[src/rtl/snake_pkg.sv]
// Shared constants, direction encoding and FSM states for the snake body
// streamer. Build with SNAKE_WRAP_EN defined to wrap at field edges.
package snake_pkg;

  localparam int H_LOGIC_WIDTH = 5;
  localparam int V_LOGIC_WIDTH = 5;
  localparam int H_LOGIC_MAX   = 31;
  localparam int V_LOGIC_MAX   = 23;
  localparam int MAX_LEN       = 201;
  localparam int INIT_X        = 2;
  localparam int INIT_Y        = 0;

  localparam int PTR_W = 8;
  localparam int LEN_W = 10;

  typedef logic [PTR_W-1:0] ptr_t;
  typedef logic [LEN_W-1:0] len_t;

  typedef struct packed {
    logic [H_LOGIC_WIDTH-1:0] x;
    logic [V_LOGIC_WIDTH-1:0] y;
  } cell_t;

  localparam logic [H_LOGIC_WIDTH-1:0] X_MAX =
    H_LOGIC_WIDTH'(H_LOGIC_MAX);
  localparam logic [V_LOGIC_WIDTH-1:0] Y_MAX =
    V_LOGIC_WIDTH'(V_LOGIC_MAX);
  localparam len_t LEN_MAX = LEN_W'(MAX_LEN);
  localparam logic [PTR_W:0] DEPTH = (PTR_W+1)'(MAX_LEN);

  localparam cell_t INIT_CELL = '{
    x: H_LOGIC_WIDTH'(INIT_X),
    y: V_LOGIC_WIDTH'(INIT_Y)
  };

  typedef enum logic [1:0] {
    DIR_RIGHT = 2'd0,
    DIR_LEFT  = 2'd1,
    DIR_UP    = 2'd2,
    DIR_DOWN  = 2'd3
  } dir_e;

  typedef enum logic [2:0] {
    IDLE,
    MOVE,
    FRAME,
    SEG_A,
    SEG_B,
    DONE
  } state_e;

  function automatic dir_e reverse_dir(input dir_e d);
    dir_e r;
    unique case (d)
      DIR_RIGHT: r = DIR_LEFT;
      DIR_LEFT:  r = DIR_RIGHT;
      DIR_UP:    r = DIR_DOWN;
      default:   r = DIR_UP;
    endcase
    return r;
  endfunction

  // Depth is not a power of two, so wrap explicitly.
  function automatic ptr_t ptr_add(input ptr_t a, input ptr_t b);
    logic [PTR_W:0] s;
    s = {1'b0, a} + {1'b0, b};
    if (s >= DEPTH)
      s = s - DEPTH;
    return s[PTR_W-1:0];
  endfunction

  function automatic ptr_t ptr_dec(input ptr_t a);
    return (a == '0) ? ptr_t'(MAX_LEN - 1) : a - 1'b1;
  endfunction

endpackage

[src/rtl/snake_next_head.sv]
// Next-head calculator: reversal filter plus wall or wrap handling.
// Edge behaviour selected by SNAKE_WRAP_EN.
module snake_next_head
  import snake_pkg::*;
(
  input  cell_t head,
  input  dir_e  dir_req,
  input  dir_e  cur_dir,
  input  len_t  length,
  output cell_t next,
  output logic  wall_hit,
  output dir_e  dir_eff
);

  always_comb begin
    dir_eff = dir_req;
    if (length > LEN_W'(1) && dir_req == reverse_dir(cur_dir))
      dir_eff = cur_dir;

    next     = head;
    wall_hit = 1'b0;
    unique case (1'b1)
      (dir_eff == DIR_RIGHT): begin
        if (head.x == X_MAX)
`ifdef SNAKE_WRAP_EN
          next.x = '0;
`else
          wall_hit = 1'b1;
`endif
        else
          next.x = head.x + 1'b1;
      end
      (dir_eff == DIR_LEFT): begin
        if (head.x == '0)
`ifdef SNAKE_WRAP_EN
          next.x = X_MAX;
`else
          wall_hit = 1'b1;
`endif
        else
          next.x = head.x - 1'b1;
      end
      (dir_eff == DIR_UP): begin
        if (head.y == '0)
`ifdef SNAKE_WRAP_EN
          next.y = Y_MAX;
`else
          wall_hit = 1'b1;
`endif
        else
          next.y = head.y - 1'b1;
      end
      default: begin
        if (head.y == Y_MAX)
`ifdef SNAKE_WRAP_EN
          next.y = '0;
`else
          wall_hit = 1'b1;
`endif
        else
          next.y = head.y + 1'b1;
      end
    endcase
  end

endmodule

[src/rtl/snake_body_streamer.sv]
// Snake body ring buffer; moves on tick and streams segments head first.
// SNAKE_WRAP_EN (in snake_next_head) makes field edges wrap.
module snake_body_streamer
  import snake_pkg::*;
(
  input  logic                     clk,
  input  logic                     rst,
  input  logic                     tick,
  input  logic [1:0]               dir_in,
  input  logic                     is_eat,
  output logic [H_LOGIC_WIDTH-1:0] x_snake_cur,
  output logic [V_LOGIC_WIDTH-1:0] y_snake_cur,
  output logic [9:0]               length,
  output logic                     vld,
  output logic                     vld_start,
  output logic                     vld_t,
  output logic                     pixel_done,
  output logic                     is_end,
  output logic                     self_hit,
  output logic                     game_over
);

  state_e state;
  cell_t  body [MAX_LEN];
  ptr_t   head_ptr;
  ptr_t   k;
  cell_t  head;
  dir_e   cur_dir;
  logic   grow_pending;
  logic   tick_pending;
  logic   hit;

  cell_t  nxt;
  logic   wall;
  dir_e   dir_eff;
  ptr_t   new_ptr;
  ptr_t   seg_ptr;
  cell_t  seg;
  cell_t  cur;
  logic   last;

  snake_next_head u_next (
    .head     (head),
    .dir_req  (dir_e'(dir_in)),
    .cur_dir  (cur_dir),
    .length   (length),
    .next     (nxt),
    .wall_hit (wall),
    .dir_eff  (dir_eff)
  );

  // SEG_B preloads the following segment; FRAME loads the head.
  assign new_ptr = ptr_dec(head_ptr);
  assign seg_ptr = ptr_add(head_ptr,
                           (state == SEG_B) ? k + 1'b1 : '0);
  assign seg     = body[seg_ptr];
  assign cur     = {x_snake_cur, y_snake_cur};
  assign last    = ({2'b00, k} == length - 10'd1);

  always_ff @(posedge clk) begin
    if (!rst) begin
      state        <= IDLE;
      head_ptr     <= '0;
      body[0]      <= INIT_CELL;
      head         <= INIT_CELL;
      k            <= '0;
      length       <= 10'd1;
      x_snake_cur  <= INIT_CELL.x;
      y_snake_cur  <= INIT_CELL.y;
      vld          <= 1'b0;
      vld_start    <= 1'b0;
      vld_t        <= 1'b0;
      pixel_done   <= 1'b0;
      is_end       <= 1'b0;
      self_hit     <= 1'b0;
      game_over    <= 1'b0;
      grow_pending <= 1'b0;
      tick_pending <= 1'b0;
      cur_dir      <= DIR_RIGHT;
      hit          <= 1'b0;
    end else begin
      if (is_eat)
        grow_pending <= 1'b1;
      if (tick && state != IDLE && !game_over)
        tick_pending <= 1'b1;

      case (state)
        IDLE: begin
          if ((tick || tick_pending) && !game_over) begin
            tick_pending <= 1'b0;
            state        <= MOVE;
          end
        end
        MOVE: begin
          cur_dir <= dir_eff;
          if (wall) begin
            game_over <= 1'b1;
            state     <= IDLE;
          end else begin
            head_ptr      <= new_ptr;
            body[new_ptr] <= nxt;
            head          <= nxt;
            if (grow_pending && length < LEN_MAX)
              length <= length + 10'd1;
            // An eat arriving now belongs to the next move.
            grow_pending <= is_eat;
            k            <= '0;
            hit          <= 1'b0;
            vld          <= 1'b1;
            state        <= FRAME;
          end
        end
        FRAME: begin
          vld                        <= 1'b0;
          {x_snake_cur, y_snake_cur} <= seg;
          vld_start                  <= 1'b1;
          state                      <= SEG_A;
        end
        SEG_A: begin
          vld_start  <= 1'b0;
          vld_t      <= 1'b0;
          pixel_done <= 1'b1;
          is_end     <= last;
          if (k != '0 && cur == head)
            hit <= 1'b1;
          state <= SEG_B;
        end
        SEG_B: begin
          pixel_done <= 1'b0;
          is_end     <= 1'b0;
          if (last) begin
            state <= DONE;
          end else begin
            k                          <= k + 1'b1;
            {x_snake_cur, y_snake_cur} <= seg;
            vld_t                      <= 1'b1;
            state                      <= SEG_A;
          end
        end
        DONE: begin
          if (hit) begin
            self_hit  <= 1'b1;
            game_over <= 1'b1;
          end
          state <= IDLE;
        end
        default: state <= IDLE;
      endcase
    end
  end

endmodule

[config.mk]
export PLATFORM = sky130hd
export DESIGN_NAME = snake_body_streamer
export DESIGN_NICKNAME = d
export VERILOG_FILES = /design/src/rtl/snake_pkg.sv /design/src/rtl/snake_next_head.sv /design/src/rtl/snake_body_streamer.sv
export SDC_FILE = /design/constraint.sdc
export NUM_CORES = 2
export LEC_CHECK = 0
export CELL_PAD_IN_SITES_DETAIL_PLACEMENT = 1
export CELL_PAD_IN_SITES_GLOBAL_PLACEMENT = 2
export CORE_MARGIN = 2
export CORE_UTILIZATION = 47
export DETAILED_ROUTE_END_ITERATION = 10
export MAX_ROUTING_LAYER = met4
export PLACE_DENSITY_LB_ADDON = 0.1
export SLEW_MARGIN = 20
export SYNTH_ARGS = -nofsm -noshare
export SYNTH_HDL_FRONTEND = slang
export SYNTH_HIERARCHICAL = 1
export SYNTH_SLANG_ARGS = --single-unit
export TNS_END_PERCENT = 5
[constraint.sdc]
create_clock -name clk -period 9.8 [get_ports clk]
set_input_delay 2.94 -clock clk [delete_from_list [all_inputs] [get_ports clk]]
set_output_delay 2.94 -clock clk [all_outputs]
set_load 0.01 [all_outputs]
==> impl_summary.txt <==
----------------------------------------------------
[Status]
  Outcome ... finished, final reports clean

[Timing]
  Slew at the pin closest to its max-slew limit ... 1.27 ns
  Setup Total Neg Slack ... 0 ns
  Max Clock Freq ... 0.119 GHz
  Max-slew headroom at the worst pin ... 15.3%
  Slew Viols, Final ... 0
  Final cycle utilization of the critical path ... 85.6%
  Total count of hold-check failures in the final report ... 0
  Unrepaired setup endpoints after global routing ... no
  Setup violation total in the final timing report ... 0
  Post-Route Hold Slack ... 0.447 ns
  Minimum clock period ... 8.39 ns
  Post-Route Skew ... 0.0403 ns

[Floorplanning]
  Starting utilization of the core area ... 47.4%
  Area of the die ... 182,000 um2
  Vertical extent of the die ... 426 um
  DIE WIDTH ... 426 um
  Top-level port count ... 33
  Std-Cell Core Area ... 177,000 um2
  Std cell rows ... 154

[Yosys]
  Number of synthesized register bits ... 2,071
  Most used DFF post-synth ... sky130_fd_sc_hd__edfxtp_1
  Leading cell type by number of instances after synthesis ... sky130_fd_sc_hd__edfxtp_1
  Synth area leader ... sky130_fd_sc_hd__edfxtp_1
  Average footprint of a synthesized cell ... 14.9 um2
  Largest cells by area after synthesis ... sky130_fd_sc_hd__edfxtp_1, sky130_fd_sc_hd__o221ai_1, sky130_fd_sc_hd__mux2i_1, sky130_fd_sc_hd__nand2_1, sky130_fd_sc_hd__a21oi_1
  Top cells by instance count after synthesis ... sky130_fd_sc_hd__edfxtp_1, sky130_fd_sc_hd__nand2_1, sky130_fd_sc_hd__o221ai_1
  Synth warnings ... 6
  Syn nets ... 5,657
  Area share of the largest cell type after synthesis ... 72.0%
  Summed instance area of the synthesized netlist ... 83,800 um2
  Number of synthesized flops with an enable pin ... 2,010
  Post-synth cell types ... 90
  Share of the yosys chip area belonging to registers ... 73.5%
  Number of cells produced by synthesis ... 5,630
  Async S/R FF share, synth ... 0%

[Setup path]
  Worst path cell trace ... clkdlybuf4s50_1 -> buf_4 -> xnor2_1 -> o32a_1 -> and2_1 -> inv_6 -> mux2_4 -> nor2_1 -> or3_1 -> nor2_1 -> nand2_1 -> nor2_1 -> nand3_1 -> buf_4 -> nor2_1
  Launching element type of the critical path ... primary input
  Critical register-to-register path startpoint ... state[2]$_SDFFE_PN0P_
  Worst reg-to-reg setup slack ... 1.55 ns
  Top fanout value on the critical path ... 16
  Arrival time at the worst endpoint ... 8.85 ns
  Library cell contributing the largest single delay on the critical path ... sky130_fd_sc_hd__nand3_1
  Number of cells traversed by the worst register-to-register path ... 20
  Critical path origin ... dir_in[1]
  Required time at the worst-slack endpoint ... 10.26 ns
  Longest individual stage delay on the worst path ... 0.99 ns
  CP Capture Type ... flop
  Destination of the worst register-to-register timing path ... x_snake_cur[3]$_SDFFE_PN0P_
  Type of the setup path with the least slack ... primary input to flop
  Cell with the most instances on the worst path ... sky130_fd_sc_hd__nor2_1
  Setup crit end ... body[174][6]$_DFFE_PP_

[Clock network]
  TritonCTS Sinks ... 2,071
  Hold-fix buffer count after cts ... 0
  Clk_lat worst skew ... 0.87 ns
  Maximum level of the CTS H-tree ... 4
  Number of buffers created by CTS ... 213
  CTS clk-pin slew, worst paths ... 0.06 ns
  Longest Clk Path Bufs ... 3
  Number of setup buffers added after CTS ... 0
  Clock tree from TritonCTS ... built
  Clock root buffer master ... sky130_fd_sc_hd__clkbuf_16
  Post-CTS resize count ... 0

[Finish]
  Area of combinational cells with multiple inputs ... 20,400 um2
  Finished layout cell area ... 95,000 um2
  Fill cell count ... 16,500
  Area growth from synthesis to layout ... 13.4%
  Post-Layout Cell Count ... 8,213
  Fraction of layout cells with a size suffix above 1 ... 11.8%
  Post-layout net count ... 5,714
  Total area of sequential cells ... 61,600 um2

[GRT]
  Number of global-route vias before repair ... 54,400
  GRT Residual Overflow ... 0
  Global-route wire length before repair ... 408,000 um
  Global-route total usage across every layer ... 32.3%
  Maximum number of pins on one net before global-route repair ... 189
  Initial antenna violation count ... 16

[Pwr]
  Pwr Total ... 21.7 mW
  Cell internal pwr ... 15.5 mW
  Seq pwr share ... 44.6%
  LEAKAGE ... 30.1 nW
  Switching share of power ... 28.5%
  Total power divided by cell area ... 229 nW/um2
  Net Sw Power ... 6.19 mW
  Max rail drop VDD ... 0.000180 V
  Logic gate share of total power ... 16.7%
  Clock network fraction of design power ... 38.7%

[Placed design]
  Total of buffers placed on input and output ports ... 32
  Instance area at placement ... 87,700 um2
  DPL Wire Length ... 179,000 um
  Gpl congestion ... 0.906
  Instance count after placement with tap cells included ... 7,811

[Routing]
  Vias post-DR ... 54,600
  Post-detailed-route via-to-cell ratio ... 6.64
  Total wire length after detailed routing ... 286,000 um
  Number of detailed-route iterations in the first pass ... 6
  Initial DRC Count ... 6,278
  Remaining number of nets flagged by the antenna check after routing ... 0
  Post-route DRC ... 0
  Routed WL per cell ... 34.8 um

[Min path]
  Hold Crit Class ... flop to flop

[Flow run]
  Maximum Capacitance Violations ... 0

----------------------------------------------------
## worst max-delay path, delay by kind of cell
kind            cells  cell delay [ns]
compound gates      1             0.34
xor+xnor            1             0.30
buf+inv             4             1.21
simple gates        8             3.80
mux                 1             0.23
## sequential cells by signal, indices dropped and copies added, names as in the netlist, 2 cells and up
register     cells
body          2010
head            10
length          10
head_ptr         8
k                8
x_snake_cur      5
y_snake_cur      5
state            3
cur_dir          2
## final cells by class
| cell class | count | share of cell area, % |
|---|---|---|
| antenna | 1 | 0.00263 |
| timing repair buffer | 279 | 2.86 |
| tap | 2340 | 3.08 |
| multi-input combinational | 3094 | 21.5 |
| inverter | 28 | 0.117 |
| sequential | 2071 | 64.8 |
| clock buffer | 265 | 5.93 |
| clock inverter | 135 | 1.65 |
## metrics by stage
stage	utilization (%)	worst slack [ns]
after global placement	49.6	0.821
after detailed placement	49.6	0.796
after floorplan	-	1.35
after CTS	53.7	1.54
after global routing	53.8	1.26
final	53.8	1.41
## layout by cell type, fill, tap and decap left out, drive strengths merged, types with 17 or more instances in the layout
master         netlist  routed
edfxtp            2010    2010
nand2              427     427
o221ai             397     397
nor2               347     347
a21oi              279     279
clkbuf             225     265
buf                212     247
mux2i              221     221
o22ai              190     190
nor3               179     179
o21ai              172     172
a31oi              162     162
nand3              102     102
clkinv               1      91
nor4                61      61
dfxtp               61      61
a211oi              50      50
a311oi              37      37
inv                 27      34
mux4                32      32
clkdlybuf4s50        0      32
a211o               31      31
bufinv               0      30
and3                30      30
o311ai              28      28
xnor2               25      25
mux2                23      23
xor2                22      22
ha                  20      20
or3                 18      18
o41ai               18      18
o31ai               17      17
## logic make-up (layout without fill, tap and decap cells)
| logic type | Yosys count | in the layout | share of synthesized area [%] |
|---|---|---|---|
| AO/OA/AOI/OAI | 1526 | 1526 | 12.9 |
| XOR/XNOR | 47 | 47 | 0.527 |
| adder cells (fa/ha/maj) | 21 | 21 | 0.323 |
| buffers and inverters | 465 | 707 | 2.50 |
| flip-flops | 2071 | 2071 | 73.5 |
| multiplexers | 276 | 276 | 3.81 |
| other | 0 | 1 | 0 |
| AND/OR/NAND/NOR | 1224 | 1224 | 6.47 |
## power by group through the flow
| stage | clock network [mW] | logic (mW) | registers [mW] |
|---|---|---|---|
| 6_report | 8.40 | 3.64 | 9.70 |
| 3_5_place_dp | 0 | 3.55 | 9.89 |
| 5_1_grt | 8.80 | 3.79 | 9.70 |
| 2_1_floorplan | 0 | 2.01 | 9.88 |
| 4_1_cts | 8.48 | 3.57 | 9.70 |
| 3_3_place_gp | 0 | 3.51 | 9.89 |
## routing by layer
layer	share of wire (%)	track usage (%)	vias up
met3	8.1	5.23	562
li1	-	-	22900
met2	46	48.6	2525
met1	42	44.7	28500
met5	0	-	-
met4	4.0	11.5	0
## how the worst min path moves through the flow
stage                                start          endpoint  slack (ns)  cells past startpoint
after detailed placement  hit$_SDFFE_PN0P_  hit$_SDFFE_PN0P_        0.44                      2
after global routing      hit$_SDFFE_PN0P_  hit$_SDFFE_PN0P_        0.49                      2
after global placement    hit$_SDFFE_PN0P_  hit$_SDFFE_PN0P_        0.43                      2
final                     hit$_SDFFE_PN0P_  hit$_SDFFE_PN0P_        0.45                      2
after floorplan           hit$_SDFFE_PN0P_  hit$_SDFFE_PN0P_        0.42                      2
after CTS                 hit$_SDFFE_PN0P_  hit$_SDFFE_PN0P_        0.45                      2
Power figures use the tool's default switching activity.
